`config.mk`:
```
export PLATFORM = sky130hd
export DESIGN_NAME = alu_datapath_flat
export DESIGN_NICKNAME = d
export VERILOG_FILES = /design/src/rtl/alu_pkg.sv /design/src/rtl/alu_datapath_if.sv /design/src/rtl/alu_datapath_bcd_adjust.sv /design/src/rtl/alu_datapath.sv /design/src/flat_wrapper.sv
export SDC_FILE = /design/constraint.sdc
export NUM_CORES = 1
export LEC_CHECK = 0
export BUFFER_PORTS_ARGS = -buffer_cell sky130_fd_sc_hd__buf_2
export CAP_MARGIN = 20
export CORE_ASPECT_RATIO = 1.5
export CORE_UTILIZATION = 28
export DETAILED_ROUTE_END_ITERATION = 8
export SYNTH_ARGS = -nofsm -noshare
export SYNTH_HDL_FRONTEND = slang
export SYNTH_SLANG_ARGS = --single-unit
```
`constraint.sdc`:
```
create_clock -name phi2 -period 3.6 [get_ports phi2]
set_input_delay 0.36 -clock phi2 [delete_from_list [all_inputs] [get_ports phi2]]
set_output_delay 0.36 -clock phi2 [all_outputs]
set_load 0.05 [all_outputs]
```
`src/rtl/alu_pkg.sv`:
```
// alu_pkg: shared types for the ALU datapath and its BCD adjust path
package alu_pkg;
   typedef enum logic [2:0] {OP_SUM = 3'd0, OP_AND = 3'd1, OP_OR = 3'd2, OP_EOR = 3'd3, OP_SHR = 3'd4} alu_op_t;
   typedef enum logic [1:0] {IDLE, DADJ, DONE} alu_state_t;
   typedef enum logic [1:0] {A_HOLD = 2'd0, A_SYS = 2'd1, A_ZERO = 2'd2, A_KEEP = 2'd3} a_sel_t;
   typedef enum logic [1:0] {B_HOLD = 2'd0, B_DB = 2'd1, B_NDB = 2'd2, B_ADL = 2'd3} b_sel_t;
endpackage

```
`src/rtl/alu_datapath_if.sv`:
```
// alu_datapath_if: bus, control and status signals of the ALU datapath
interface alu_datapath_if #(parameter int WIDTH = 8);
   logic [WIDTH-1:0] systemBus_IN, dataBus_IN, addressLow_IN;
   logic [1:0] a_load_SEL, b_load_SEL;
   logic [2:0] op_IN;
   logic carry_FLAG_IN, decimal_EN, start_IN;
   logic busy_OUT, done_OUT;
   logic [WIDTH-1:0] hold_REG_OUT, a_REG_OUT, b_REG_OUT;
   logic carry_FLAG_OUT, overflow_FLAG_OUT, negative_FLAG_OUT, zero_FLAG_OUT;
   modport master (
      output systemBus_IN, dataBus_IN, addressLow_IN, a_load_SEL, b_load_SEL, op_IN,
             carry_FLAG_IN, decimal_EN, start_IN,
      input  busy_OUT, done_OUT, hold_REG_OUT, a_REG_OUT, b_REG_OUT,
             carry_FLAG_OUT, overflow_FLAG_OUT, negative_FLAG_OUT, zero_FLAG_OUT
   );
   modport slave (
      input  systemBus_IN, dataBus_IN, addressLow_IN, a_load_SEL, b_load_SEL, op_IN,
             carry_FLAG_IN, decimal_EN, start_IN,
      output busy_OUT, done_OUT, hold_REG_OUT, a_REG_OUT, b_REG_OUT,
             carry_FLAG_OUT, overflow_FLAG_OUT, negative_FLAG_OUT, zero_FLAG_OUT
   );
endinterface

```
`src/rtl/alu_datapath_bcd_adjust.sv`:
```
// bcd_adjust: decimal correction of a binary sum, nibbles rippling low to high
module bcd_adjust #(parameter int WIDTH = 8) (
   input  logic [WIDTH-1:0]   sum,
   input  logic [WIDTH/4-1:0] nib_c,
   output logic [WIDTH-1:0]   adj,
   output logic               carry
);
   logic [4:0] v;
   logic c;
   // the incoming adjust carry is folded in before the >9 test so 0x99+1 wraps to 0x00
   always_comb begin
      adj = '0;
      c = 1'b0;
      v = '0;
      for (int n = 0; n < WIDTH/4; n++) begin
         v = {1'b0, sum[4*n +: 4]} + {4'b0, c};
         v = v + ((v > 5'd9 || nib_c[n]) ? 5'd6 : 5'd0);
         adj[4*n +: 4] = v[3:0];
         c = v[4];
      end
      carry = c;
   end
endmodule

```
`src/rtl/alu_datapath.sv`:
```
// alu_datapath: A/B operand registers, ALU, hold register and flags with start/done handshake
module alu_datapath
   import alu_pkg::*;
#(
   parameter int WIDTH = 8,
   parameter bit DECIMAL_EN = 1'b1
) (
   input  logic phi2,
   input  logic reset_N,
   alu_datapath_if.slave bus
);
   localparam int NW = (WIDTH / 4 > 0) ? WIDTH / 4 : 1;
   alu_state_t state;
   alu_op_t op;
   a_sel_t a_sel;
   b_sel_t b_sel;
   logic [WIDTH-1:0] a_reg, b_reg, hold, res, adj;
   logic [WIDTH:0] sum;
   logic [NW-1:0] nib_c, nib_c_r;
   logic c_flag, v_flag, n_flag, z_flag, busy, done;
   logic is_sum, res_c, res_v, dec, adj_c;
   assign op = alu_op_t'(bus.op_IN);
   assign a_sel = a_sel_t'(bus.a_load_SEL);
   assign b_sel = b_sel_t'(bus.b_load_SEL);
   assign is_sum = !(op inside {OP_AND, OP_OR, OP_EOR, OP_SHR});
   assign sum = {1'b0, a_reg} + {1'b0, b_reg} + {{WIDTH{1'b0}}, bus.carry_FLAG_IN};
   assign res = op == OP_AND ? a_reg & b_reg :
                op == OP_OR  ? a_reg | b_reg :
                op == OP_EOR ? a_reg ^ b_reg :
                op == OP_SHR ? {bus.carry_FLAG_IN, a_reg[WIDTH-1:1]} : sum[WIDTH-1:0];
   assign res_c = is_sum ? sum[WIDTH] : (op == OP_SHR) && a_reg[0];
   assign res_v = is_sum && (a_reg[WIDTH-1] == b_reg[WIDTH-1]) && (res[WIDTH-1] != a_reg[WIDTH-1]);
   assign dec = DECIMAL_EN && bus.decimal_EN && is_sum;
   generate
      if (DECIMAL_EN) begin : g_bcd
         // carry out of nibble g is the carry into bit 4g+4, recovered from sum ^ a ^ b
         for (genvar g = 0; g < NW; g++) begin : g_nc
            if (g == NW - 1) begin : g_top
               assign nib_c[g] = sum[WIDTH];
            end else begin : g_mid
               assign nib_c[g] = sum[4*g+4] ^ a_reg[4*g+4] ^ b_reg[4*g+4];
            end
         end
         bcd_adjust #(.WIDTH(WIDTH)) u_bcd (.sum(hold), .nib_c(nib_c_r), .adj(adj), .carry(adj_c));
      end else begin : g_nobcd
         assign nib_c = '0;
         assign adj = hold;
         assign adj_c = 1'b0;
      end
   endgenerate
   always_ff @(posedge phi2 or negedge reset_N) begin
      if (!reset_N) begin
         state <= IDLE;
         a_reg <= '0;
         b_reg <= '0;
         hold <= '0;
         nib_c_r <= '0;
         {c_flag, v_flag, n_flag, z_flag, busy, done} <= '0;
      end else begin
         if (state != DADJ) begin
            a_reg <= a_sel == A_SYS ? bus.systemBus_IN : a_sel == A_ZERO ? '0 : a_reg;
            b_reg <= b_sel == B_DB ? bus.dataBus_IN : b_sel == B_NDB ? ~bus.dataBus_IN :
                     b_sel == B_ADL ? bus.addressLow_IN : b_reg;
         end
         done <= 1'b0;
         busy <= 1'b0;
         if (state == DADJ) begin
            hold <= adj;
            c_flag <= c_flag | adj_c;
            done <= 1'b1;
            state <= DONE;
         end else if (bus.start_IN) begin
            hold <= res;
            c_flag <= res_c;
            v_flag <= res_v;
            n_flag <= res[WIDTH-1];
            z_flag <= res == '0;
            nib_c_r <= nib_c;
            busy <= dec;
            done <= !dec;
            state <= dec ? DADJ : DONE;
         end else begin
            state <= IDLE;
         end
      end
   end
   assign bus.busy_OUT = busy;
   assign bus.done_OUT = done;
   assign bus.hold_REG_OUT = hold;
   assign bus.a_REG_OUT = a_reg;
   assign bus.b_REG_OUT = b_reg;
   assign bus.carry_FLAG_OUT = c_flag;
   assign bus.overflow_FLAG_OUT = v_flag;
   assign bus.negative_FLAG_OUT = n_flag;
   assign bus.zero_FLAG_OUT = z_flag;
endmodule

```
`src/flat_wrapper.sv`:
```
// flat-port wrapper written by rule: the top's interface ports become plain ports
module alu_datapath_flat import alu_pkg::*;
#(
   parameter int WIDTH = 8,
   parameter bit DECIMAL_EN = 1'b1
)
  (phi2, reset_N, bus_systemBus_IN, bus_dataBus_IN, bus_addressLow_IN, bus_a_load_SEL, bus_b_load_SEL, bus_op_IN, bus_carry_FLAG_IN, bus_decimal_EN, bus_start_IN, bus_busy_OUT, bus_done_OUT, bus_hold_REG_OUT, bus_a_REG_OUT, bus_b_REG_OUT, bus_carry_FLAG_OUT, bus_overflow_FLAG_OUT, bus_negative_FLAG_OUT, bus_zero_FLAG_OUT);
  alu_datapath_if #(.WIDTH(WIDTH)) bus_i ();
  input  logic phi2;
  input  logic reset_N;
  input wire logic [$bits(bus_i.systemBus_IN)-1:0] bus_systemBus_IN;
  input wire logic [$bits(bus_i.dataBus_IN)-1:0] bus_dataBus_IN;
  input wire logic [$bits(bus_i.addressLow_IN)-1:0] bus_addressLow_IN;
  input wire logic [$bits(bus_i.a_load_SEL)-1:0] bus_a_load_SEL;
  input wire logic [$bits(bus_i.b_load_SEL)-1:0] bus_b_load_SEL;
  input wire logic [$bits(bus_i.op_IN)-1:0] bus_op_IN;
  input wire logic [$bits(bus_i.carry_FLAG_IN)-1:0] bus_carry_FLAG_IN;
  input wire logic [$bits(bus_i.decimal_EN)-1:0] bus_decimal_EN;
  input wire logic [$bits(bus_i.start_IN)-1:0] bus_start_IN;
  output wire logic [$bits(bus_i.busy_OUT)-1:0] bus_busy_OUT;
  output wire logic [$bits(bus_i.done_OUT)-1:0] bus_done_OUT;
  output wire logic [$bits(bus_i.hold_REG_OUT)-1:0] bus_hold_REG_OUT;
  output wire logic [$bits(bus_i.a_REG_OUT)-1:0] bus_a_REG_OUT;
  output wire logic [$bits(bus_i.b_REG_OUT)-1:0] bus_b_REG_OUT;
  output wire logic [$bits(bus_i.carry_FLAG_OUT)-1:0] bus_carry_FLAG_OUT;
  output wire logic [$bits(bus_i.overflow_FLAG_OUT)-1:0] bus_overflow_FLAG_OUT;
  output wire logic [$bits(bus_i.negative_FLAG_OUT)-1:0] bus_negative_FLAG_OUT;
  output wire logic [$bits(bus_i.zero_FLAG_OUT)-1:0] bus_zero_FLAG_OUT;
  assign bus_i.systemBus_IN = bus_systemBus_IN;
  assign bus_i.dataBus_IN = bus_dataBus_IN;
  assign bus_i.addressLow_IN = bus_addressLow_IN;
  assign bus_i.a_load_SEL = bus_a_load_SEL;
  assign bus_i.b_load_SEL = bus_b_load_SEL;
  assign bus_i.op_IN = bus_op_IN;
  assign bus_i.carry_FLAG_IN = bus_carry_FLAG_IN;
  assign bus_i.decimal_EN = bus_decimal_EN;
  assign bus_i.start_IN = bus_start_IN;
  assign bus_busy_OUT = bus_i.busy_OUT;
  assign bus_done_OUT = bus_i.done_OUT;
  assign bus_hold_REG_OUT = bus_i.hold_REG_OUT;
  assign bus_a_REG_OUT = bus_i.a_REG_OUT;
  assign bus_b_REG_OUT = bus_i.b_REG_OUT;
  assign bus_carry_FLAG_OUT = bus_i.carry_FLAG_OUT;
  assign bus_overflow_FLAG_OUT = bus_i.overflow_FLAG_OUT;
  assign bus_negative_FLAG_OUT = bus_i.negative_FLAG_OUT;
  assign bus_zero_FLAG_OUT = bus_i.zero_FLAG_OUT;
  alu_datapath #(.WIDTH(WIDTH), .DECIMAL_EN(DECIMAL_EN)) u_core (.phi2(phi2), .reset_N(reset_N), .bus(bus_i));
endmodule
```
# --- After elaboration in Yosys (flattened, before gate mapping) ---
# Index checks and enable logic that the tools add are counted.
classes:
  n_lt_le_gt_ge: 2
  bitwise: 8
  n_reduce_logical: 16
  n_mux: 23
  n_addsub: 5
  eq_ne: 13
ops:
  columns: ["operator", "n"]
  rows:
  - ["8-bit 2-to-1 mux", 11]
  - ["8-bit by 8-bit adder with 9-bit output", 1]
  - ["9-bit by 1-bit adder with 9-bit output", 1]
  - ["8-bit bitwise AND", 1]
  - ["8-bit logical NOT", 1]
  - ["8-bit inverter", 1]
  - ["8-bit OR", 1]
  - ["8-bit bitwise XOR", 1]
  - ["1-bit 2-to-1 mux", 7]
  - ["2-bit by 1-bit equality test with 1-bit output (second input constant)", 3]
  - ["2-bit equality test (second input constant)", 3]
  - ["3-bit by 2-bit equality test with 1-bit output (second input constant)", 2]
  - ["2-bit 2-to-1 mux", 3]
  - ["3-bit 2-to-1 mux", 2]
  - ["2-bit AND reduction", 3]
  - ["4-bit by 1-bit adder with 5-bit output", 1]
  - ["4-bit by 3-bit adder with 5-bit output", 1]
  - ["5-bit by 3-bit adder with 5-bit output", 1]
  - ["5-bit by 4-bit greater-than comparator with 1-bit output (second input constant)", 1]
  - ["4-bit greater-than comparator (second input constant)", 1]
  - ["1-bit logical AND", 4]
  - ["2-bit nonzero test", 2]
  - ["4-bit nonzero test", 1]
  - ["3-bit by 1-bit equality test with 1-bit output (second input constant)", 1]
  - ["other kinds (10)", 13]
word_totals:
  reg_bits: 34
  output_inout_bits: 30

# --- Depth between registers and ports, before layout ---
# Gate-level depths: netlist of run 1.
depth:
  word_depth: 11
  depth_mapped: 15

# --- By module ---
# A second synthesis of run 1 with hierarchy kept.
hier_totals:
  hier_cells: 352
  area_unflattened_um2: 2856.5
modules_own_cells:
  columns: ["module", "n_inst", "area_per_inst_um2", "cells_per_inst"]
  rows:
  - ["alu_datapath", 1, 2566.2, 316]
  - ["bcd_adjust", 1, 290.3, 36]

# --- Least setup slack after synthesis of run 1 ---
# Ideal clock, no wire load.
synth_timing:
  path_type: "reg2reg"
  start: "reg u_core.hold[2], in the netlist u_core.bus.hold_REG_OUT[2]"
  end: "reg u_core.c_flag, in the netlist u_core.bus.carry_FLAG_OUT"
  path_stages_with_launch: 15
  path_slack_ps: 346
  setup_ps: 137
  arrival_ps: 3118
  cell_sequence: "dfrtp_1 > o21ai_0 > nand2b_1 > ha_1 > a21oi_1 > nor2b_1 > ha_1 > nand3_1 > xor2_1 > o21ai_0 > ha_1 > a21oi_1 > or3_1 > a311oi_1 > o22ai_1"
synth_via:
  elab_chain_len: 11
synth_rtl:
  columns: ["item", "line", "rtl"]
  rows:
  - ["start: declaration", "alu_datapath.sv:17", "logic [WIDTH-1:0] a_reg, b_reg, hold, res, adj;"]
  - ["start signal: assignment", "alu_datapath.sv:68", "hold <= adj;"]
  - ["start signal: assignment", "alu_datapath.sv:73", "hold <= res;"]
  - ["4-bit greater-than comparator", "alu_datapath_bcd_adjust.sv:17", "v = v + ((v > 5'd9 || nib_c[n]) ? 5'd6 : 5'd0);"]
  - ["1-bit logical OR", "alu_datapath_bcd_adjust.sv:17", null]
  - ["3-bit 2-to-1 mux", "alu_datapath_bcd_adjust.sv:17", null]
  - ["4-bit by 3-bit adder with 5-bit output (*)", "alu_datapath_bcd_adjust.sv:17", null]
  - ["4-bit by 1-bit adder with 5-bit output (*)", "alu_datapath_bcd_adjust.sv:16", "v = {1'b0, sum[4*n +: 4]} + {4'b0, c};"]
  - ["5-bit by 4-bit greater-than comparator with 1-bit output", "alu_datapath_bcd_adjust.sv:17", null]
  - ["1-bit logical OR", "alu_datapath_bcd_adjust.sv:17", null]
  - ["3-bit 2-to-1 mux", "alu_datapath_bcd_adjust.sv:17", null]
  - ["5-bit by 3-bit adder with 5-bit output (*)", "alu_datapath_bcd_adjust.sv:17", null]
  - ["1-bit OR (*)", "alu_datapath.sv:69", "c_flag <= c_flag | adj_c;"]
  - ["1-bit 2-to-1 mux (*)", "alu_datapath.sv:67", "if (state == DADJ) begin"]
  - ["end signal: assignment", "alu_datapath.sv:69", null]
  - ["end signal: assignment", "alu_datapath.sv:74", "c_flag <= res_c;"]
  - ["end: declaration", "alu_datapath.sv:20", "logic c_flag, v_flag, n_flag, z_flag, busy, done;"]
# Mark *: on every way between the ends. The rest lies on a longest branch, timed or not.
# A chain may end at the register's enable or synchronous reset.

# --- Worst setup path in the final report of run 1 ---
# Same ends and word-level chain as after synthesis.

==> impl_metrics.ini, run 1 <==
[worst_setup_path]
critPathMaxFanout = 6
cp.arrival_ns = 3.45
r2r_cells = 15
start_kind = flop
reg2reg_from = u_core.bus.hold_REG_OUT[2]
endpoint_kind = flop
r2r_slack_ns = 0.30
cp.required_ns = 3.74
r2r-end = u_core.bus.carry_FLAG_OUT
worstSetupPathType = flop to flop

[clock_network]
cts-htree-levels = 2
root_buffer = clkbuf_16
cts_resized = 0
clock_latency_ns = 0.28
clk_pin_slew_ns = 0.05
cts_buffers = 5
clock_sinks = 32
clk_path_buf_depth = 2
post-cts-setup-buffer-count = 0
cts_hold_buf = 0
cts_tree = yes

[pwr]
cellPowerDensity_nw_per_um2 = 517
ir_drop_mv = 0.216
p_leak_nw = 1.58

[floorplan]
ios = 66
num_rows = 43
dieArea_um2 = 9900
coreArea_um2 = 9250
die_x_um = 81.6
die-height_um = 121
initial_core_util_pct = 28.7

[placement]
io_buffer_count = 65
gp_congestion = 0.873
hpwl_um = 5710

[finish]
layout.cells.most_common_list = buf_2 (65), nand2_1 (37), o21ai_0 (35), inv_1 (33), dfrtp_1 (32)
syn_to_final_growth_pct = 19.9
drive_above_1_share_pct = 20.1
nFillCells = 1010
layout_commonest_cell = buf_2
nets = 451
antenna_cells = 0

[logic_synthesis]
async_flop_share_pct = 100
synth_edf_count = 0
syn_avg_cell_area_um2 = 7.98
syn_nets = 396
yosysWarnings = 0
netlist_area_um2 = 2660
yosysSeqAreaShare_pct = 30.1
yosys_register_bits = 32
synth_cells = 333
synth_ff_type = dfrtp_1
yosysUniqueCellTypes = 43

[timing]
fin_hold_ws_ns = 0.144
slew_headroom_pct = 50.5
tns_ns = 0
rsz0062_at_grt = false
setup_viol = 0
post-route-period-util_pct = 91.8
slew_viol_final = 0
skew_ns = 0.00382
timing.final.crit_period_ns = 3.30
tightestPinTransition_ns = 0.743
hold_violations = 0
fmax_ghz = 0.303

[global_route]
grt_pass1_vias = 2492
grt_max_degree = 33
antenna_found_initial = 0
grt-ovfl-total = 0
grtUsageTotal_pct = 15.9
grt_pass1_wl_um = 11800

[drt]
drt_iter0_drc = 84
ant_nets = 0
num_vias = 2498
firstDrtPassIters = 4
post-route-drc-count = 0
wl_um = 7210
vias_per_cell = 5.00
wl_per_cell_um = 14.4

[run]
drv_cap = 0

[outcome]
status = finished clean

[min_path]
hp-class = input pin to asynchronous set/reset pin
[sequential cells by signal (all words and copies together), names as in the netlist]
name                          cells
u_core.bus.b_REG_OUT              8
u_core.bus.carry_FLAG_OUT         1
u_core.bus.a_REG_OUT              8
u_core.bus.hold_REG_OUT           8
u_core.bus.overflow_FLAG_OUT      1
u_core.bus.done_OUT               1
u_core.bus.negative_FLAG_OUT      1
u_core.bus.zero_FLAG_OUT          1
u_core.state                      1
u_core.nib_c_r                    2
[metal layers]
metal | part of all wire (%) | vias up | track usage (%)
li1 | - | 1272 | -
met1 | 38 | 1145 | 16.5
met2 | 53 | 65 | 28.9
met3 | 4.9 | 16 | 3.08
met4 | 3.3 | 0 | 9.15
met5 | 0 | - | 0
[worst max-delay path: stages, from the launching register on]
cell and delay [ns]:
dfrtp_1 0.43, o21ai_0 0.18, nand2b_1 0.12, ha_1 0.29, a21oi_1 0.12, nor2b_1 0.06
ha_1 0.20, ha_1 0.24, inv_1 0.07, a21oi_1 0.06, o21ai_0 0.32, ha_1 0.25
a21oi_1 0.08, or3_1 0.34, a311oi_1 0.28, o22ai_1 0.12
[synth_stat cells, types with 3 or more instances]
cell type,n,area share [%]
xor2_1,6,2.0
nor2_1,28,4.0
a211oi_1,5,1.4
mux2i_1,10,3.8
nand3_1,6,1.1
inv_1,33,4.7
a21o_1,3,0.85
ha_1,23,11
o21ai_0,35,6.6
a31oi_1,10,2.4
o21a_1,3,0.85
nor2b_1,3,0.71
a21oi_1,31,5.8
dfrtp_1,32,30
fa_1,4,3.0
nand2b_1,6,1.4
nand2_1,37,5.2
clkbuf_1,15,2.1
nor3_1,6,1.1
o22ai_1,6,1.4
[per-stage QoR]
step	cells	power [mW]	util, %	worst slack [ns]	area (um2)
after floorplan	333	1.06	-	0.346	2660
after global placement	493	1.24	33.0	0.463	3050
after detailed placement	493	1.26	33.0	0.325	3050
after CTS	500	1.67	34.4	0.304	3190
after global routing	500	1.77	34.4	0.0239	3190
final	500	1.65	34.4	0.297	3190
[cell families (layout without fill, tap and decap cells)]
kind of cell    after synthesis  after routing  synth area share (%)
xor+xnor                      8              8                  2.64
fa+ha+maj                    27             27                  13.8
buf+inv                      51            106                  7.62
simple gates                 96             96                  16.4
flops                        32             32                  30.1
compound gates              107            107                  23.8
mux                          12             12                  5.60
[power by group]
group	internal, mW	total (mW)	switching [mW]	leakage (nW)
clock network	0.251	0.404	0.153	0.0667
logic	0.263	0.764	0.501	1.11
registers	0.417	0.481	0.0639	0.399
[area by class of cell]
type	count	area [um2]	area share [%]
clock buffers	6	129	4.04
inverters	33	124	3.89
flip-flops and latches	32	801	25.1
multi-input cells	250	1660	51.9
well taps	112	140	4.40
clock inverters	1	5.00	0.157
repair buffers	66	333	10.4
[worst max path at each step]
stage                          startpoint                         to  slack (ns)
2_1_floorplan  u_core.bus.hold_REG_OUT[2]  u_core.bus.carry_FLAG_OUT        0.35
3_3_place_gp   u_core.bus.hold_REG_OUT[2]  u_core.bus.carry_FLAG_OUT        0.46
3_5_place_dp   u_core.bus.hold_REG_OUT[2]  u_core.bus.carry_FLAG_OUT        0.33
4_1_cts        u_core.bus.hold_REG_OUT[2]  u_core.bus.carry_FLAG_OUT        0.30
5_1_grt        u_core.bus.hold_REG_OUT[2]  u_core.bus.carry_FLAG_OUT        0.02
6_report       u_core.bus.hold_REG_OUT[2]  u_core.bus.carry_FLAG_OUT        0.30
Power figures use the tool's default switching activity.
==> run 2, diff against run 1 <==
Settings changed: ABC_AREA from default to 1.
==> impl_metrics.ini, run 2 <==
[clock_network]
clock_latency_ns = 0.28
clock_sinks = 32
clk_pin_slew_ns = 0.05
cts_tree = yes
cts-htree-levels = 2
clk_path_buf_depth = 2
root_buffer = clkbuf_16
cts_buffers = 5
cts_hold_buf = 0

[timing]
slew_viol_final = 0
fin_ws_ns = 0.292
fmax_ghz = 0.302
tightestPinTransition_ns = 0.915
setup_viol = 0
post-route-period-util_pct = 91.9
hold_violations = 0
slew_headroom_pct = 38.8
timing.final.crit_period_ns = 3.31
skew_ns = 0.00429
tns_ns = 0
fin_hold_ws_ns = 0.141

[worst_setup_path]
cp.arrival_ns = 3.50
r2r_slack_ns = 0.29
critPathMaxFanout = 5
endpoint_kind = flop
start_kind = flop
reg2reg_from = u_core.bus.hold_REG_OUT[2]
crit_path_end = u_core.bus.hold_REG_OUT[6]
cp-startpoint = u_core.bus.hold_REG_OUT[2]
r2r_cells = 19
r2r-end = u_core.bus.hold_REG_OUT[6]
cp.required_ns = 3.79
worstSetupPathType = flop to flop

[logic_synthesis]
syn_nets = 446
synth_edf_count = 0
synthTopCellsByCount = nand2_1 (96), inv_1 (57), o21ai_0 (37)
yosys_register_bits = 32
async_flop_share_pct = 100
netlist_area_um2 = 2650
yosysTopAreaCell = dfrtp_1
synth.most_common_cell = nand2_1
ys_top_cells_by_area = dfrtp_1 (30%), nand2_1 (14%), ha_1 (11%)
yosysWarnings = 0
synth_ff_type = dfrtp_1
synth_top_area_share_pct = 30.2
syn_avg_cell_area_um2 = 6.92
yosysUniqueCellTypes = 33
synth_cells = 383
yosysSeqAreaShare_pct = 30.2

[finish]
multi_input_area_um2 = 1590
fin_cells = 562
layout_commonest_cell = nand2_1
fin_area_um2 = 3240
syn_to_final_growth_pct = 22.1
final_util_pct = 35.2
antenna_cells = 0
drive_above_1_share_pct = 20.0
nFillCells = 978
regArea_um2 = 801
layout.cells.most_common_list = nand2_1 (96), buf_2 (65), inv_1 (57), o21ai_0 (36), nand3_1 (35)
nets = 513

[placement]
placed_area_um2 = 3080
hpwl_um = 5910
io_buffer_count = 65
pre_cts_slack_ns = 0.0980
gp_congestion = 0.834
placed_cells = 554

[drt]
wl_per_cell_um = 13.3
wl_um = 7490
num_vias = 2668
post-route-drc-count = 0
ant_nets = 0
drt_iter0_drc = 147
firstDrtPassIters = 4
vias_per_cell = 4.75

[global_route]
grt-ovfl-total = 0
grt_pass1_wl_um = 12600
grtUsageTotal_pct = 16.6
grt_pass1_vias = 2688
antenna_found_initial = 0
grt_max_degree = 33

[floorplan]
die-height_um = 121
num_rows = 43
coreArea_um2 = 9200
initial_core_util_pct = 28.8
dieArea_um2 = 9870
die_x_um = 81.5
ios = 66

[pwr]
power_mw = 1.71
ir_drop_mv = 0.282
cellPowerDensity_nw_per_um2 = 527
p_leak_nw = 1.74

[outcome]
status = finished clean

[run]
drv_cap = 0

[min_path]
hp-class = input pin to asynchronous set/reset pin
run 2: cell count changes in the layout (fill, tap and decap cells not counted), moves of 5 or more:
cell,previous run,this run
inv_1,33,57
nand2_1,37,96
a211oi_1,5,0
o22ai_1,6,1
a31oi_1,10,1
mux2i_1,10,0
a21oi_1,31,13
nand3_1,6,35
o211ai_1,2,13
nor3_1,6,1
inv_2,0,5
nand2b_1,6,0
run 2: cell type report:
type	count	share of cell area, %
clock inverters	2	0.387
repair buffers	66	10.3
multi-input cells	283	49.2
inverters	62	7.19
well taps	112	4.33
flip-flops and latches	32	24.7
clock buffers	5	3.87
run 2: timing repair:
action                     4_1_cts  5_1_grt
gates resized for setup          0        4
setup buffers                    0        1
setup endpoints to repair        0        3
run 2: how the worst min path moves through the flow:
| stage | from | end | depth (start not counted) |
|---|---|---|---|
| 6_report | reset_N | u_core.bus.hold_REG_OUT[1] | 1 |
| 5_1_grt | reset_N | u_core.nib_c_r[1] | 1 |
| 2_1_floorplan | reset_N | u_core.bus.a_REG_OUT[0] | 0 |
| 4_1_cts | reset_N | u_core.bus.carry_FLAG_OUT | 1 |
| 3_5_place_dp | u_core.bus.overflow_FLAG_OUT | u_core.bus.overflow_FLAG_OUT | 2 |
| 3_3_place_gp | u_core.bus.overflow_FLAG_OUT | u_core.bus.overflow_FLAG_OUT | 2 |
run 2: layer usage:
metal,share of wire (%),GRT usage [%],routed length (um),up-vias
met1,41,18.7,3090,1220
met3,3.2,1.80,238,16
li1,-,-,-,1363
met5,0,0,0,-
met2,53,30.1,3930,69
met4,3.0,7.70,228,0
run 2: power breakdown:
part           switching, mW  total (mW)  internal [mW]
registers             0.0643       0.489          0.425
logic                  0.565       0.814          0.249
clock network          0.154       0.404          0.251
total                  0.783        1.71          0.924
run 2: cells by family after synthesis:
family | share of synthesized area, %
AND/OR/NAND/NOR | 29.0
AO/OA/AOI/OAI | 15.0
buffers and inverters | 10.0
flip-flops | 30.2
adder cells (fa/ha/maj) | 13.9
XOR/XNOR | 1.98
run 2: critical path, stage by stage (launching register included):
cell      delay, ns
dfrtp_1        0.42
o21ai_1        0.15
inv_1          0.06
nor2_2         0.13
inv_1          0.08
ha_1           0.28
nand2_1        0.05
a21boi_1       0.16
ha_1           0.20
ha_1           0.16
inv_1          0.06
nand2_1        0.06
nand2_1        0.10
o21bai_1       0.15
nand3_1        0.12
ha_1           0.21
inv_1          0.07
fa_1           0.39
or2_2          0.29
o211ai_1       0.08
